$ cat config.mk
export PLATFORM = sky130hd
export DESIGN_NAME = gpio_pad_cfg_ctrl
export DESIGN_NICKNAME = d
export VERILOG_FILES = /design/src/rtl/gpio_pad_pkg.sv /design/src/rtl/gpio_pad_cfg_ctrl_in_sync.sv /design/src/rtl/gpio_pad_cfg_ctrl.sv
export SDC_FILE = /design/constraint.sdc
export NUM_CORES = 1
export LEC_CHECK = 0
export ABC_AREA = 1
export BUFFER_PORTS_ARGS = -buffer_cell sky130_fd_sc_hd__buf_2
export CAP_MARGIN = 20
export CORE_UTILIZATION = 35
export DETAILED_ROUTE_END_ITERATION = 10
export PLACE_DENSITY_LB_ADDON = 0.05
export SLEW_MARGIN = 10
export SYNTH_ARGS = -nofsm -noshare
export SYNTH_HDL_FRONTEND = slang
export SYNTH_SLANG_ARGS = --single-unit
$ cat constraint.sdc
create_clock -name i_clk -period 1.77 [get_ports i_clk]
set_input_delay 0.354 -clock i_clk [delete_from_list [all_inputs] [get_ports i_clk]]
set_output_delay 0.354 -clock i_clk [all_outputs]
set_load 0.02 [all_outputs]
$ cat src/rtl/gpio_pad_pkg.sv
// Shared types and pad-control encodings for the GPIO pad config controller.
// Optional input debounce is enabled with GPIO_PAD_CFG_DEBOUNCE_EN.
package gpio_pad_pkg;

  typedef enum logic [1:0] {
    MODE_HIZ       = 2'd0,
    MODE_INPUT     = 2'd1,
    MODE_OUTPUT    = 2'd2,
    MODE_OUTPUT_OD = 2'd3
  } pad_mode_t;

  localparam logic [2:0] DM_HIZ    = 3'b000;
  localparam logic [2:0] DM_INPUT  = 3'b001;
  localparam logic [2:0] DM_OD     = 3'b011;
  localparam logic [2:0] DM_STRONG = 3'b110;

  typedef enum logic [2:0] {
    S_IDLE,
    S_ISOLATE,
    S_WAIT_ISO,
    S_APPLY,
    S_WAIT_DM,
    S_ENABLE,
    S_DONE
  } cfg_state_t;

  typedef struct packed {
    logic [2:0] dm;
    logic       oe_n;
    logic       inp_dis;
  } pad_ctrl_t;

  function automatic pad_ctrl_t mode_to_pad_ctrl(input pad_mode_t m);
    pad_ctrl_t c;
    c = '{dm: DM_HIZ, oe_n: 1'b1, inp_dis: 1'b1};
    case (m)
      MODE_INPUT:     c = '{dm: DM_INPUT,  oe_n: 1'b1, inp_dis: 1'b0};
      MODE_OUTPUT:    c = '{dm: DM_STRONG, oe_n: 1'b0, inp_dis: 1'b0};
      MODE_OUTPUT_OD: c = '{dm: DM_OD,     oe_n: 1'b0, inp_dis: 1'b0};
      default:        c = '{dm: DM_HIZ,    oe_n: 1'b1, inp_dis: 1'b1};
    endcase
    return c;
  endfunction

endpackage

$ cat src/rtl/gpio_pad_cfg_ctrl_in_sync.sv
// One pad's IN synchroniser, gated by INP_DIS.
// Optional debounce stage when GPIO_PAD_CFG_DEBOUNCE_EN is defined.
module gpio_in_sync
  import gpio_pad_pkg::*;
(
  input  logic i_clk,
  input  logic i_rst,
  input  logic i_inp_dis,
  input  logic i_pad_in,
  output logic o_sync
);

  logic meta_q, meta_d;
  logic sync_q, sync_d;

  always_comb begin
    meta_d = i_pad_in;
    sync_d = meta_q;
  end

  always_ff @(posedge i_clk) begin
    if (i_rst) begin
      meta_q <= 1'b0;
      sync_q <= 1'b0;
    end else begin
      meta_q <= meta_d;
      sync_q <= sync_d;
    end
  end

`ifdef GPIO_PAD_CFG_DEBOUNCE_EN
  logic [3:0] cnt_q, cnt_d;
  logic       deb_q, deb_d;

  // Output follows only after 15 consecutive differing samples
  always_comb begin
    cnt_d = cnt_q;
    deb_d = deb_q;
    if (i_inp_dis) begin
      cnt_d = 4'd0;
      deb_d = 1'b0;
    end else if (sync_q != deb_q) begin
      if (cnt_q == 4'd14) begin
        deb_d = sync_q;
        cnt_d = 4'd0;
      end else begin
        cnt_d = cnt_q + 4'd1;
      end
    end else begin
      cnt_d = 4'd0;
    end
  end

  always_ff @(posedge i_clk) begin
    if (i_rst) begin
      cnt_q <= 4'd0;
      deb_q <= 1'b0;
    end else begin
      cnt_q <= cnt_d;
      deb_q <= deb_d;
    end
  end

  assign o_sync = deb_q & ~i_inp_dis;
`else
  assign o_sync = sync_q & ~i_inp_dis;
`endif

endmodule

$ cat src/rtl/gpio_pad_cfg_ctrl.sv
// Sequences isolate -> apply -> enable mode changes for N GPIO pads.
// Optional input debounce is enabled with GPIO_PAD_CFG_DEBOUNCE_EN.
module gpio_pad_cfg_ctrl
  import gpio_pad_pkg::*;
#(
  parameter int N_PADS     = 8,
  parameter int SETTLE_CYC = 4,
  localparam int PIDX_W    = (N_PADS > 1) ? $clog2(N_PADS) : 1
) (
  input  logic                  i_clk,
  input  logic                  i_rst,
  input  logic                  i_cfg_valid,
  output logic                  o_cfg_ready,
  input  logic [PIDX_W-1:0]     i_cfg_pad,
  input  logic [1:0]            i_cfg_mode,
  output logic                  o_busy,
  output logic                  o_cfg_err,
  output logic [3*N_PADS-1:0]   o_pad_dm,
  output logic [N_PADS-1:0]     o_pad_oe_n,
  output logic [N_PADS-1:0]     o_pad_inp_dis,
  output logic [2*N_PADS-1:0]   o_pad_mode,
  input  logic [N_PADS-1:0]     i_pad_in,
  output logic [N_PADS-1:0]     o_pad_in_sync
);

  cfg_state_t            state_q, state_d;
  logic [7:0]            cnt_q, cnt_d;
  logic [PIDX_W-1:0]     pad_q, pad_d;
  pad_mode_t             tgt_q, tgt_d;
  logic                  err_q, err_d;
  logic [3*N_PADS-1:0]   dm_q, dm_d;
  logic [N_PADS-1:0]     oe_n_q, oe_n_d;
  logic [N_PADS-1:0]     inp_dis_q, inp_dis_d;
  logic [2*N_PADS-1:0]   mode_q, mode_d;

  pad_mode_t cur_mode;
  pad_ctrl_t tgt_ctrl;
  logic      pad_ok;
  logic      do_iso, do_apply, do_enable;

  assign pad_ok   = {1'b0, i_cfg_pad} < (PIDX_W+1)'(N_PADS);
  assign tgt_ctrl = mode_to_pad_ctrl(tgt_q);

  always_comb begin
    cur_mode = MODE_HIZ;
    for (int k = 0; k < N_PADS; k++)
      if (PIDX_W'(k) == i_cfg_pad)
        cur_mode = pad_mode_t'(mode_q[2*k +: 2]);
  end

  always_comb begin
    state_d   = state_q;
    cnt_d     = cnt_q;
    pad_d     = pad_q;
    tgt_d     = tgt_q;
    err_d     = 1'b0;
    do_iso    = 1'b0;
    do_apply  = 1'b0;
    do_enable = 1'b0;
    case (state_q)
      S_IDLE: begin
        if (i_cfg_valid) begin
          if (!pad_ok) begin
            err_d = 1'b1;
          end else begin
            pad_d   = i_cfg_pad;
            tgt_d   = pad_mode_t'(i_cfg_mode);
            state_d = (cur_mode == pad_mode_t'(i_cfg_mode))
                    ? S_DONE : S_ISOLATE;
          end
        end
      end
      S_ISOLATE: begin
        do_iso  = 1'b1;
        cnt_d   = 8'(SETTLE_CYC - 1);
        state_d = S_WAIT_ISO;
      end
      S_WAIT_ISO: begin
        if (cnt_q == 8'd0) state_d = S_APPLY;
        else               cnt_d   = cnt_q - 8'd1;
      end
      S_APPLY: begin
        do_apply = 1'b1;
        cnt_d    = 8'(SETTLE_CYC - 1);
        state_d  = S_WAIT_DM;
      end
      S_WAIT_DM: begin
        if (cnt_q == 8'd0) state_d = S_ENABLE;
        else               cnt_d   = cnt_q - 8'd1;
      end
      S_ENABLE: begin
        do_enable = 1'b1;
        state_d   = S_DONE;
      end
      S_DONE:  state_d = S_IDLE;
      default: state_d = S_IDLE;
    endcase
  end

  // Only the latched target pad is ever touched
  always_comb begin
    dm_d      = dm_q;
    oe_n_d    = oe_n_q;
    inp_dis_d = inp_dis_q;
    mode_d    = mode_q;
    for (int k = 0; k < N_PADS; k++) begin
      if (PIDX_W'(k) == pad_q) begin
        if (do_iso) begin
          oe_n_d[k]    = 1'b1;
          inp_dis_d[k] = 1'b1;
        end
        if (do_apply)
          dm_d[3*k +: 3] = tgt_ctrl.dm;
        if (do_enable) begin
          oe_n_d[k]        = tgt_ctrl.oe_n;
          inp_dis_d[k]     = tgt_ctrl.inp_dis;
          mode_d[2*k +: 2] = tgt_q;
        end
      end
    end
  end

  always_ff @(posedge i_clk) begin
    if (i_rst) begin
      state_q   <= S_IDLE;
      cnt_q     <= 8'd0;
      pad_q     <= '0;
      tgt_q     <= MODE_HIZ;
      err_q     <= 1'b0;
      dm_q      <= '0;
      oe_n_q    <= '1;
      inp_dis_q <= '1;
      mode_q    <= '0;
    end else begin
      state_q   <= state_d;
      cnt_q     <= cnt_d;
      pad_q     <= pad_d;
      tgt_q     <= tgt_d;
      err_q     <= err_d;
      dm_q      <= dm_d;
      oe_n_q    <= oe_n_d;
      inp_dis_q <= inp_dis_d;
      mode_q    <= mode_d;
    end
  end

  assign o_cfg_ready   = (state_q == S_IDLE);
  assign o_busy        = (state_q != S_IDLE);
  assign o_cfg_err     = err_q;
  assign o_pad_dm      = dm_q;
  assign o_pad_oe_n    = oe_n_q;
  assign o_pad_inp_dis = inp_dis_q;
  assign o_pad_mode    = mode_q;

  for (genvar g = 0; g < N_PADS; g++) begin : g_sync
    gpio_in_sync u_sync (
      .i_clk     (i_clk),
      .i_rst     (i_rst),
      .i_inp_dis (inp_dis_q[g]),
      .i_pad_in  (i_pad_in[g]),
      .o_sync    (o_pad_in_sync[g])
    );
  end

endmodule

# Word-level counts from Yosys, hierarchy flattened
# Index checks and enable logic that the tools add are counted.
# word_totals
reg_bits	88
inputBits	16
out_inout_bits	67
word_cells	154
# classes
n_addsub	1
eq_ne	27
n_mux	22
bitwise_logic	16
reduce_logical	36
# ops
operator	count
$reduce_and 2->1	26
$eq 3x3->1 const A	8
$pmux 3 s6	1
$mux 2	8
$pmux 8 s2	1
$pmux 5 s3	1
$eq 2x3->1 const A	4
$mux 3	4
$logic_not 3->1	3
$and 1x1->1	8
$logic_not 8->1	1
$mux 8	1
$ne 2x2->1 const B	4
$not 1->1	8
$sub 8x1->8 const B	1
$eq 1x3->1 const A	2
$eq 3x2->1 const B	2
$eq 3x3->1 const B	2
$mux 1	6
$eq 2x2->1 const B	2
$reduce_bool 2->1	2
$reduce_or 2->1	2
$eq 3x1->1 const B	1
$reduce_and 3->1	1
other kinds (3)	3

# Logic depth before layout (Yosys ltp)
# Gate-level depths: netlist (run 1).
# logic_depth
depth_word	13
depth_mapped	14
depth_no_buf	13

# Hierarchy
# A second synthesis (run 1) with hierarchy kept.
# unflattened
hier_cells	466
hier_area_um2	3535.9
# modules_own_cells
module	n_inst	cells_per_inst	area_per_inst_um2	seq_area_each_um2
gpio_pad_cfg_ctrl	1	402	3035.4	1441.4
gpio_in_sync	8	8	62.6	40.0

# Worst setup path before layout (run 1)
# Ideal clock, no wire load.
# synth_path
path_type	input -> register
start	in i_cfg_pad[1]
end	reg state_q[0]
setup_ns	0.130
arrival_ns	1.328
t_required_ns	1.640
path_slack_ns	0.312
cell_stages	12
path_buffers	1
path_cell_list	buf_2 > inv_2 > nand4_1 > nand2_1 > nor2_2 > nand4_1 > nand2_1 > nand3b_1 > nand2_1 > nand2_1 > a21oi_1 > nor3_2
# synth_via
elab_chain_len	13
word_cells_on_any_way	20
classes_between	eq/ne (8); mux (11); reduce/logical (1)
# synth_rtl
element	line_no	rtl
start, declared	gpio_pad_cfg_ctrl.sv:14	input logic [PIDX_W-1:0] i_cfg_pad,
$logic_not 3->1	gpio_pad_cfg_ctrl.sv:47	if (PIDX_W'(k) == i_cfg_pad)
$mux 2 (7 in a row)	gpio_pad_cfg_ctrl.sv:47	
$mux 2 *	gpio_pad_cfg_ctrl.sv:47	
$eq 2x2->1 *	gpio_pad_cfg_ctrl.sv:68	state_d = (cur_mode == pad_mode_t'(i_cfg_mode))
$mux 3 *	gpio_pad_cfg_ctrl.sv:69	? S_DONE : S_ISOLATE;
$mux 3 *	gpio_pad_cfg_ctrl.sv:62	if (i_cfg_valid) begin
$pmux 3 s6 *	gpio_pad_cfg_ctrl.sv:60	case (state_q)
end signal, assigned	gpio_pad_cfg_ctrl.sv:135	state_q <= state_d;
end, declared	gpio_pad_cfg_ctrl.sv:26	cfg_state_t state_q, state_d;
# Every way passes the cells marked *; elsewhere a longest branch is shown, timed or not. The select of a mux whose other input is x is not followed.
# A chain may end at the register's enable or synchronous reset.

# Worst setup path after layout (run 1)
# layout_path
start	reg state_q[2]
end	out o_cfg_ready
# layout_via
elab_chain_len	1
# layout_rtl
element	line_no	rtl
$logic_not 3->1	gpio_pad_cfg_ctrl.sv:147	assign o_cfg_ready = (state_q == S_IDLE);
end, declared	gpio_pad_cfg_ctrl.sv:13	output logic o_cfg_ready,
# No other way between the ends.

==> summary.md, run 1 <==
| Metric | Value |
|---|---|
| WL per Instance | 12.7 µm |
| GR Layer Usage met3 | about 3.5% |
| Status | finished clean |
| EDFF count, synth | 0 |
| Leakage power | 1.93 nW |
| Gpl congestion | roughly 0.78 |
| Initial Util | about 36% |
| CTS clock-pin slew for the worst setup and hold paths | 0.09 ns |
| Worst Setup Start Kind | flip-flop |
| Fin crit share | 94.4% |
| Die area | 0.0110 mm² |
| Final Hold Viols | 0 |
| Post_cts resized | 0 |
| IO buf count | 81 |
| DR vias | approximately 3200 |
| Worst slack at placement | 0.144 ns |
| PwrDens | 1190 mW/mm² |
| CTS Sinks | roughly 90 |
| Yosys warns | 0 |
| Syn Inst Count | between 400 and 500 |
| Hold-fix buffers at CTS | 0 |
| Avg Cell Area, Syn | 7.54 µm² |
| CP startpoint | state_q[2] |
| Final Max Slew Viols | 0 |
| CP Data Required Time | 1.42 ns |
| Hold Crit Start | i_pad_in[0] |
| Post-synth ARST share | 0% |
| Vias per inst | 4.63 |
| Initial drt markers | 86 |
| Final setup margin | 0.0995 ns |
| Worst-Skew Late Latency | between 0.3 and 0.4 ns |
| Setup violators final | 0 |
| Post-synth top cells | dfxtp_1 (88), nand2_1 (72), nor2_1 (58), inv_1 (56), a21oi_1 (46) |
| Crit Path Category | reg -> out |
| Yosys reg bits | 88 |
| Largest net degree at the start of global routing | 37 |
| Worst r2r src | state_q[2] |
| DIE HEIGHT | around 110 µm |
| Die X | ~110 µm |
| Post-Syn Area | 0.00372 mm² |
| Critical Path Sink Type | output port |
| Most area-consuming cells after synthesis | dfxtp_1 (47%), nand2_1 (7.3%), a21oi_1 (6.2%) |
| First-pass GRT wire length | 14.6 mm |
| Slew @ Worst Pin | 0.649 ns |
| Slowest-stage cell, CP | dfxtp_1 |
| Worst Skew | ~0.0076 ns |
| Slowest stage delay, CP | 0.39 ns |
| Routed wire length | 8.88 mm |
| Grt peak-use layer | met2 |
| Antenna Nets Post-Route | 0 |
| Max Clk Rate | 0.599 GHz |
| Layout fillers | 1084 |
| Number of top-level pins | 83 |
| GR Util All Layers | between 10% and 20% |
| Crit path time final | 1.67 ns |
| Fin nets | 577 |
| Clock buffer depth | 2 |
| DRC violations left | 0 |
| RSZ-0062 raised after global routing | no |
| Top-area cell type share of the netlist area | a little under half |
| Worst hold path type | in -> reg |
| Netlist cell types | 34 |
| Num CTS Buffers | 9 |
| GRT overflow | 0 |
| Ordered list of cells on the worst path | nor2_2, nand2_1, inv_2, buf_2 |
| CTS tree | done |
| Delay-heaviest family, CP | flip-flops |
| Crit Path Max Fanout | 6 |
| Sequential-to-total area share from yosys stat | between 40 and 50% |
| Setup TNS Final | 0 ns |
| Syn Nets | 511 |
| H-Tree Depth | 3 |
| Buf/Inv on CP | 2 |
| CTS Root Cell | clkbuf_8 |
| Slew HR | 56.5% |
| Worst Path Arrival | 1.32 ns |
| N_diodes | 0 |
| Row count | 37 |
| Initial antenna violation count | 0 |
| First-pass DRT Iterations | 4 |
| Main synth FF type | dfxtp_1 |
| Peak VDD IR | 0.517 mV |
| Met1 Resource Use GR | a little under a quarter |
| Share of cells above drive strength 1 | between 20% and 30% |
| Met2 Track Usage GR | approximately a quarter |
| Most numerous cell in the Yosys netlist | dfxtp_1 |
| Core area | a little over 0.01 mm² |
| Syn-to-layout area delta | 16.8% |
| Postcts setup bufs | 0 |
| Max cap viols | 0 |
| Vias in the first global route | between 3000 and 4000 |
| Leading area contributor after synthesis | dfxtp_1 |
| Detailed placer's ending HPWL | 6.29 mm |
## sequential cells by signal, indices dropped and copies added, names as in the netlist
name	flops
pad_q	3
tgt_q	2
o_pad_inp_dis	8
g_sync.u_sync.meta_q	8
g_sync.u_sync.sync_q	8
o_pad_dm	24
state_q	3
cnt_q	8
o_pad_oe_n	8
o_pad_mode	16
## per-layer routing
layer / up-vias / part of all wire, %
met5: - / 0
met4: 0 / 1.2
met3: 9 / 3.6
met2: 64 / 44
met1: 1463 / 51
li1: 1703 / -
## area by class of cell
cell class,count,area (µm²),area share [%]
Timing Repair Buffer,86,443,10.2
Multi-Input combinational cell,306,1520,34.9
Tap cell,136,170,3.92
Clock inverter,7,71.3,1.64
Clock buffer,9,124,2.85
Sequential cell,88,1760,40.6
Inverter,68,255,5.88
## worst paths after layout
kind                                                end  slack, ns  depth (start not counted)
worst min register to register  g_sync[2].u_sync.sync_q       0.40                          2
worst max-delay path                        o_cfg_ready        0.1                          4
worst max register to register                 cnt_q[7]       0.19                         11
worst min-delay path            g_sync[0].u_sync.meta_q       0.19                          3
## placed cells by master, fill, tap and decap left out, types with 3 or more instances in the layout
master,instances
nor2_2,16
nand3_1,24
nand4_1,9
clkbuf_8,9
nand2_1,72
a211oi_1,8
o21ai_0,35
buf_4,5
nor3_1,9
a21oi_1,46
inv_1,55
o21ai_1,8
buf_2,81
nor2_1,56
inv_2,10
clkinv_1,3
a21oi_2,3
dfxtp_1,88
clkinv_2,3
## cell families (layout without fill, tap and decap cells)
kind of cell	count (synthesis)	in the layout	share of synthesized area, %
and+or+nand+nor	200	200	25.0
AOI/OAI and AO/OA	103	103	14.9
buffers and inverters	99	170	11.9
DFF	88	88	47.4
adders and majority gates	2	2	0.673
other	1	1	0.101
## report_power, final
| group | leakage, nW | internal (mW) | total [mW] | switching [mW] |
|---|---|---|---|---|
| registers | 0.716 | 2.15 | 2.30 | 0.148 |
| clock network | 0.103 | 0.655 | 1.41 | 0.750 |
| logic | 1.11 | 0.439 | 1.45 | 1.01 |
## through the flow
step | instances | hold slack (ns) | area, µm² | utilization (%) | power, mW
6_report | 700 | 0.187 | 4340 | 42.1 | 5.16
3_5_place_dp | 684 | 0.392 | 4140 | 40.1 | 3.79
3_3_place_gp | 684 | 0.391 | 4140 | 40.1 | 3.78
2_1_floorplan | 493 | 0.388 | 3720 | - | 3.41
4_1_cts | 700 | 0.165 | 4340 | 42.0 | 5.21
5_1_grt | 700 | 0.168 | 4340 | 42.1 | 5.51
## tightest hold or removal path, cell delays in order
cell    delay, ns
buf_2        0.07
inv_1        0.03
nor2_1       0.06
(Power assumes the default switching activity.)
==> run 2: changes to the inputs <==
Settings changed: CTS_CLUSTER_SIZE set to 30, GPL_TIMING_DRIVEN set to 0.
==> run 2 against run 1 <==
Effect of this change: maximum frequency is 2.8% higher; clock power down 11%; final area up 2.7%; die area unchanged; via count is 3.4% higher; sequential cell count unchanged; power fell by 2.6%; first-iteration DRC count rose by 47%; clock skew is 0.0013 ns higher; combinational power is essentially flat; worst setup slack improved by 0.045 ns; largest power group unchanged; highest routed layer unchanged.
==> summary.md, run 2 (synthesized netlist as in run 1, its figures left out) <==
| Metric | Value |
|---|---|
| Status | finished clean (unchanged) |
| Antenna Nets Post-Route | 0 (unchanged) |
| Leakage power | 2.00 nW (was 1.93 nW) |
| Crit Path Max Fanout | 6 (unchanged) |
| First-pass GRT wire length | 14.7 mm (was 14.6 mm) |
| Gpl congestion | 0.803 (was 0.784) |
| Ordered list of cells on the worst path | nor2_2, nand2_1, inv_2, buf_2 (unchanged) |
| Met2 wire length | 4.05 mm (was 3.88 mm) |
| Final Hold Viols | 0 (unchanged) |
| Number of top-level pins | 83 (unchanged) |
| Part of the power in registers | 45.7% (was 44.6%) |
| DRC violations left | 0 (unchanged) |
| First-pass DRT Iterations | 4 (unchanged) |
| Metal1 wirelength | 4.58 mm (was 4.57 mm) |
| Vias in the first global route | 2977 (was 3045) |
| CP Data Required Time | 1.42 ns (about the same) |
| Most frequent cells in the layout | dfxtp_1 (88), buf_2 (82), nand2_1 (72) (was dfxtp_1 (88), buf_2 (81), nand2_1 (72)) |
| Worst hold path type | in -> reg (unchanged) |
| DIE HEIGHT | 105 µm (unchanged) |
| H-Tree Depth | 3 (unchanged) |
| Switch share | 37.3% (was 37.1%) |
| Logic pwr share | 29.3% (was 28.2%) |
| Clock buffer depth | 2 (unchanged) |
| Slowest stage delay, CP | 0.38 ns (was 0.39 ns) |
| Commonest non-fill, non-tap cell in the layout | dfxtp_1 (unchanged) |
| GRT overflow | 0 (unchanged) |
| N_diodes | 0 (unchanged) |
| Die area | 0.0110 mm² (unchanged) |
| Worst Setup Start Kind | flip-flop (unchanged) |
| Row count | 37 (unchanged) |
| CTS Root Cell | clkbuf_8 (unchanged) |
| Sw Pwr | 1.87 mW (was 1.91 mW) |
| Core area | 0.0103 mm² (unchanged) |
| Share of cells above drive strength 1 | 26.2% (was 25.2%) |
| Final setup margin | 0.145 ns (was 0.0995 ns) |
| Met3 wire len | 402 µm (was 321 µm) |
| Initial Util | 36.0% (unchanged) |
| Syn-to-layout area delta | 20.0% (was 16.8%) |
| CTS clock-pin slew for the worst setup and hold paths | 0.09 ns (about the same) |
| Max cap viols | 0 (unchanged) |
| Postcts setup bufs | 0 (unchanged) |
| Initial antenna violation count | 0 (unchanged) |
| Slew @ Worst Pin | 0.669 ns (was 0.649 ns) |
| Critical Path Sink Type | output port (unchanged) |
| Crit Path Category | reg -> out (unchanged) |
| Top Metal Used | met4 (unchanged) |
| Num CTS Buffers | 9 (unchanged) |
| Pint | 3.15 mW (was 3.24 mW) |
| Fin nets | 601 (was 577) |
| GR Util All Layers | 17.2% (was 17.0%) |
| Final Max Slew Viols | 0 (unchanged) |
| Largest net degree at the start of global routing | 15 (was 37) |
| Setup violators final | 0 (unchanged) |
| Worst slack at placement | -0.0186 ns (was 0.144 ns) |
| Layout fillers | 1112 (was 1084) |
| WL per Instance | 12.7 µm (about the same) |
| DR vias | 3349 (was 3239) |
| Setup TNS Final | 0 ns (unchanged) |
| Max Clk Rate | 0.615 GHz (was 0.599 GHz) |
| Multi-input combinational cell area | 0.00152 mm² (about the same) |
| Peak VDD IR | 0.484 mV (was 0.517 mV) |
| Vias per inst | 4.63 (about the same) |
| Worst Path Arrival | 1.27 ns (was 1.32 ns) |
| Slowest-stage cell, CP | dfxtp_1 (unchanged) |
| Fin crit share | 91.8% (was 94.4%) |
| PwrDens | 1130 mW/mm² (was 1190 mW/mm²) |
| CTS Sinks | 88 (unchanged) |
| CTS tree | done (unchanged) |
| Initial drt markers | 126 (was 86) |
| Clk network pwr share | 25.0% (was 27.3%) |
| Die X | 105 µm (unchanged) |
| IO buf count | 79 (was 81) |
| Crit path time final | 1.62 ns (was 1.67 ns) |
| Max reg flops | 24 (unchanged) |
| Worst Skew | 0.00882 ns (was 0.00756 ns) |
| Routed wire length | 9.20 mm (was 8.88 mm) |
| Detailed placer's ending HPWL | 6.76 mm (was 6.29 mm) |
| Slew HR | 55.4% (was 56.5%) |
| Worst-Skew Late Latency | 0.35 ns (was 0.36 ns) |
| FF+latch area | 0.00176 mm² (unchanged) |
==> run 2: cell count changes in the layout (fill, tap and decap cells not counted), sizes merged <==
cell and change:
buf +16, bufinv -1, inv -1, clkbuf +10
==> run 2: path summary, 6_finish.rpt <==
kind | slack (ns) | cells after the start | endpoint | from
worst max-delay path | 0.15 | 4 | o_cfg_ready | state_q[2]
worst min-delay path | 0.20 | 3 | g_sync[0].u_sync.meta_q | i_pad_in[0]
worst max register to register | 0.16 | 11 | cnt_q[7] | cnt_q[0]
worst min register to register | 0.40 | 2 | g_sync[2].u_sync.sync_q | g_sync[2].u_sync.meta_q
==> run 2: layout make-up <==
class                   instances  share of cell area, %
plain buffers                  31                   4.21
clock buffers                  11                   3.17
clock inverters                 5                  0.730
inverters                      68                   5.72
multi-input cells             306                   34.0
flip-flops and latches         88                   39.5
well taps                     136                   3.82
repair buffers                 79                   8.87
==> run 2: worst max-delay path, delay by kind of cell (launching register included) <==
kind	cells	cell delay [ns]
buf+inv	2	0.28
flops	1	0.38
simple gates	2	0.26
==> run 2: per-layer routing <==
metal  vias up  GRT usage (%)
met3        12           2.99
met5         -              0
met1      1514           23.3
met4         0           7.44
met2        74           27.0
li1       1749              -
==> run 2: what timing repair did <==
item / CTS / global route
resized for setup: 0 / 2
setup endpoints to repair: 0 / 2
endpoints found under the hold margin: 0 / 0
hold buffers: 0 / 0
==> run 2: through the flow <==
step / area [µm²] / cells / utilization [%] / total power [mW] / hold WS, ns
5_1_grt: 4460 / 724 / 43.2 / 5.36 / 0.188
4_1_cts: 4460 / 724 / 43.2 / 5.06 / 0.185
6_report: 4460 / 724 / 43.2 / 5.02 / 0.198
2_1_floorplan: 3720 / 493 / - / 3.41 / 0.388
3_3_place_gp: 4280 / 708 / 41.5 / 3.79 / 0.391
3_5_place_dp: 4280 / 708 / 41.5 / 3.81 / 0.394
==> run 2: power by group through the flow <==
| stage | Clock, mW | Combinational, mW | Sequential [mW] |
|---|---|---|---|
| 2_1_floorplan | 0 | 1.06 | 2.35 |
| 3_3_place_gp | 0 | 1.46 | 2.33 |
| 3_5_place_dp | 0 | 1.48 | 2.34 |
| 4_1_cts | 1.29 | 1.48 | 2.29 |
| 5_1_grt | 1.38 | 1.66 | 2.32 |
| 6_report | 1.25 | 1.47 | 2.29 |
==> run 3: changes to the inputs <==
Settings changed: CORE_UTILIZATION 35 to 45.
==> run 3 against run 2 <==
Effect of this change: cell count shrank 4.7%; die area shrank 22%; clock-buffer cell count shrank 1; critical path type unchanged.
==> summary.md, run 3 (synthesized netlist as in run 1, its figures left out) <==
| Metric | Value |
|---|---|
| N_diodes | 0 (unchanged) |
| Initial drt markers | 154 (was 126) |
| Pint | 3.58 mW (was 3.15 mW) |
| Worst Setup Start Kind | flip-flop (unchanged) |
| CTS clock-pin slew for the worst setup and hold paths | 0.10 ns (was 0.09 ns) |
| Clk network pwr share | 31.2% (was 25.0%) |
| Final Max Slew Viols | 0 (unchanged) |
| Max Clk Rate | 0.612 GHz (was 0.615 GHz) |
| Vias in the first global route | 3039 (was 2977) |
| Worst Hold Slack | 0.191 ns (was 0.198 ns) |
| Largest net degree at the start of global routing | 16 (was 15) |
| CTS Sinks | 88 (unchanged) |
| CTS Root Cell | clkbuf_8 (unchanged) |
| Number of top-level pins | 83 (unchanged) |
| Initial antenna violation count | 0 (unchanged) |
| Part of the power in registers | 42.0% (was 45.7%) |
| Slew @ Worst Pin | 0.628 ns (was 0.669 ns) |
| Num CTS Buffers | 9 (unchanged) |
| First-pass DRT Iterations | 4 (unchanged) |
| Placed cell area | 0.00424 mm² (was 0.00428 mm²) |
| Die X | 92.9 µm (was 105 µm) |
| Final Cell Area | 0.00450 mm² (was 0.00446 mm²) |
| Postcts setup bufs | 0 (unchanged) |
| Final Non-Filler Cells | 690 (was 724) |
| R2R Path End | cnt_q[7] (unchanged) |
| Logic pwr share | 26.7% (was 29.3%) |
| Clock buffer depth | 2 (unchanged) |
| RSZ-0062 raised after global routing | yes |
| Hold Crit Start | i_pad_in[1] (was i_pad_in[0]) |
| Die area | 0.00863 mm² (was 0.0110 mm²) |
| Routed wire length | 8.55 mm (was 9.20 mm) |
| Crit Path Category | reg -> out (unchanged) |
| Core area | 0.00785 mm² (was 0.0103 mm²) |
| Final Hold Viols | 0 (unchanged) |
| Hold-fix buffers at CTS | 0 (unchanged) |
| Hold Crit Endpoint | g_sync[1].u_sync.meta_q (was g_sync[0].u_sync.meta_q) |
| First-pass GRT wire length | 14.2 mm (was 14.7 mm) |
| Fin nets | 601 (unchanged) |
| Worst r2r src | cnt_q[0] (unchanged) |
| Row count | 32 (was 37) |
| Max cap viols | 0 (unchanged) |
| CTS tree | done (unchanged) |
| Worst Path Arrival | 1.28 ns (was 1.27 ns) |
| Share of cells above drive strength 1 | 26.4% (was 26.2%) |
| Worst Skew | 0.0126 ns (was 0.00882 ns) |
| GRT overflow | 0 (unchanged) |
| IO buf count | 79 (unchanged) |
| Gpl congestion | 0.845 (was 0.803) |
| Detailed placer's ending HPWL | 6.36 mm (was 6.76 mm) |
| Critical Path Sink Type | output port (unchanged) |
| Peak VDD IR | 0.847 mV (was 0.484 mV) |
| Slew HR | 57.9% (was 55.4%) |
| Leakage power | 2.03 nW (was 2.00 nW) |
| Setup violators final | 0 (unchanged) |
| Worst reg-to-reg path cell count | 11 (unchanged) |
| Placed insts | 674 (was 708) |
| Switch share | 34.5% (was 37.3%) |
| Syn-to-layout area delta | 20.9% (was 20.0%) |
| PwrDens | 1220 mW/mm² (was 1130 mW/mm²) |
| FF-to-FF setup slack | 0.21 ns (was 0.16 ns) |
| GR Util All Layers | 21.0% (was 17.2%) |
| Worst-Skew Late Latency | 0.35 ns (about the same) |
| Vias per inst | 4.82 (was 4.63) |
| Worst hold path type | in -> reg (unchanged) |
| Max reg flops | 24 (unchanged) |
| Most frequent cells in the layout | dfxtp_1 (88), buf_2 (82), nand2_1 (72) (unchanged) |
| Antenna Nets Post-Route | 0 (unchanged) |
| Initial Util | 47.4% (was 36.0%) |
| Status | finished clean (unchanged) |
| WL per Instance | 12.4 µm (was 12.7 µm) |
| Cells on Worst Hold Path | 3 (unchanged) |
| Commonest non-fill, non-tap cell in the layout | dfxtp_1 (unchanged) |
| CP Data Required Time | 1.42 ns (about the same) |
| DRC violations left | 0 (unchanged) |
| Overall power | 5.47 mW (was 5.02 mW) |
| Post_cts resized | 0 (unchanged) |
| H-Tree Depth | 3 (unchanged) |
| Crit Path Max Fanout | 6 (unchanged) |
| Crit path time final | 1.63 ns (was 1.62 ns) |
| Sw Pwr | 1.89 mW (was 1.87 mW) |
| Fin crit share | 92.3% (was 91.8%) |
| DIE HEIGHT | 92.9 µm (was 105 µm) |
| DR vias | 3326 (was 3349) |
==> run 3: worst max path at each step <==
stage,startpoint,to,slack (ns),cells past startpoint
5_1_grt,state_q[0],o_pad_mode[5],-0.04,8
2_1_floorplan,i_cfg_pad[1],state_q[0],0.31,12
3_5_place_dp,i_rst,o_pad_dm[16],-0.01,6
3_3_place_gp,i_rst,o_pad_dm[16],0.004,6
6_report,state_q[2],o_cfg_ready,0.14,4
4_1_cts,state_q[2],o_cfg_ready,0.09,4
==> run 3: worst max-delay path: stages, from the launching register on <==
cell     delay (ns)
dfxtp_1        0.38
nor2_1         0.15
nand2_1        0.12
inv_2          0.11
buf_2          0.17
==> run 3: layout make-up <==
type                    count  area (µm²)
repair buffers             79         395
multi-input cells         306        1520
flip-flops and latches     88        1760
fillers                   796        3350
clock inverters             6         115
inverters                  68         255
clock buffers              10         138
plain buffers              31         188
well taps                 102         128
==> run 3: per-stage QoR <==
step / utilization [%] / setup WS (ns) / setup TNS, ns
6_report: 57.3 / 0.137 / 0
3_5_place_dp: 54.0 / -0.0107 / -0.0107
5_1_grt: 57.3 / -0.0352 / -0.0931
3_3_place_gp: 54.0 / 0.00351 / 0
2_1_floorplan: - / 0.312 / 0
4_1_cts: 57.3 / 0.0937 / 0
==> run 3: routing by layer <==
layer / wire (µm) / up-vias / track usage (%)
li1: - / 1746 / -
met1: 4050 / 1491 / 28.2
met2: 3940 / 75 / 33.6
met3: 427 / 14 / 3.86
met4: 131 / 0 / 7.56
met5: 0 / - / 0
==> run 3: power groups by stage <==
stage / Clock, mW / Combinational [mW] / Sequential (mW)
2_1_floorplan: 0 / 1.06 / 2.35
3_3_place_gp: 0 / 1.43 / 2.33
3_5_place_dp: 0 / 1.46 / 2.34
4_1_cts: 1.75 / 1.46 / 2.30
5_1_grt: 1.83 / 1.63 / 2.32
6_report: 1.71 / 1.46 / 2.30
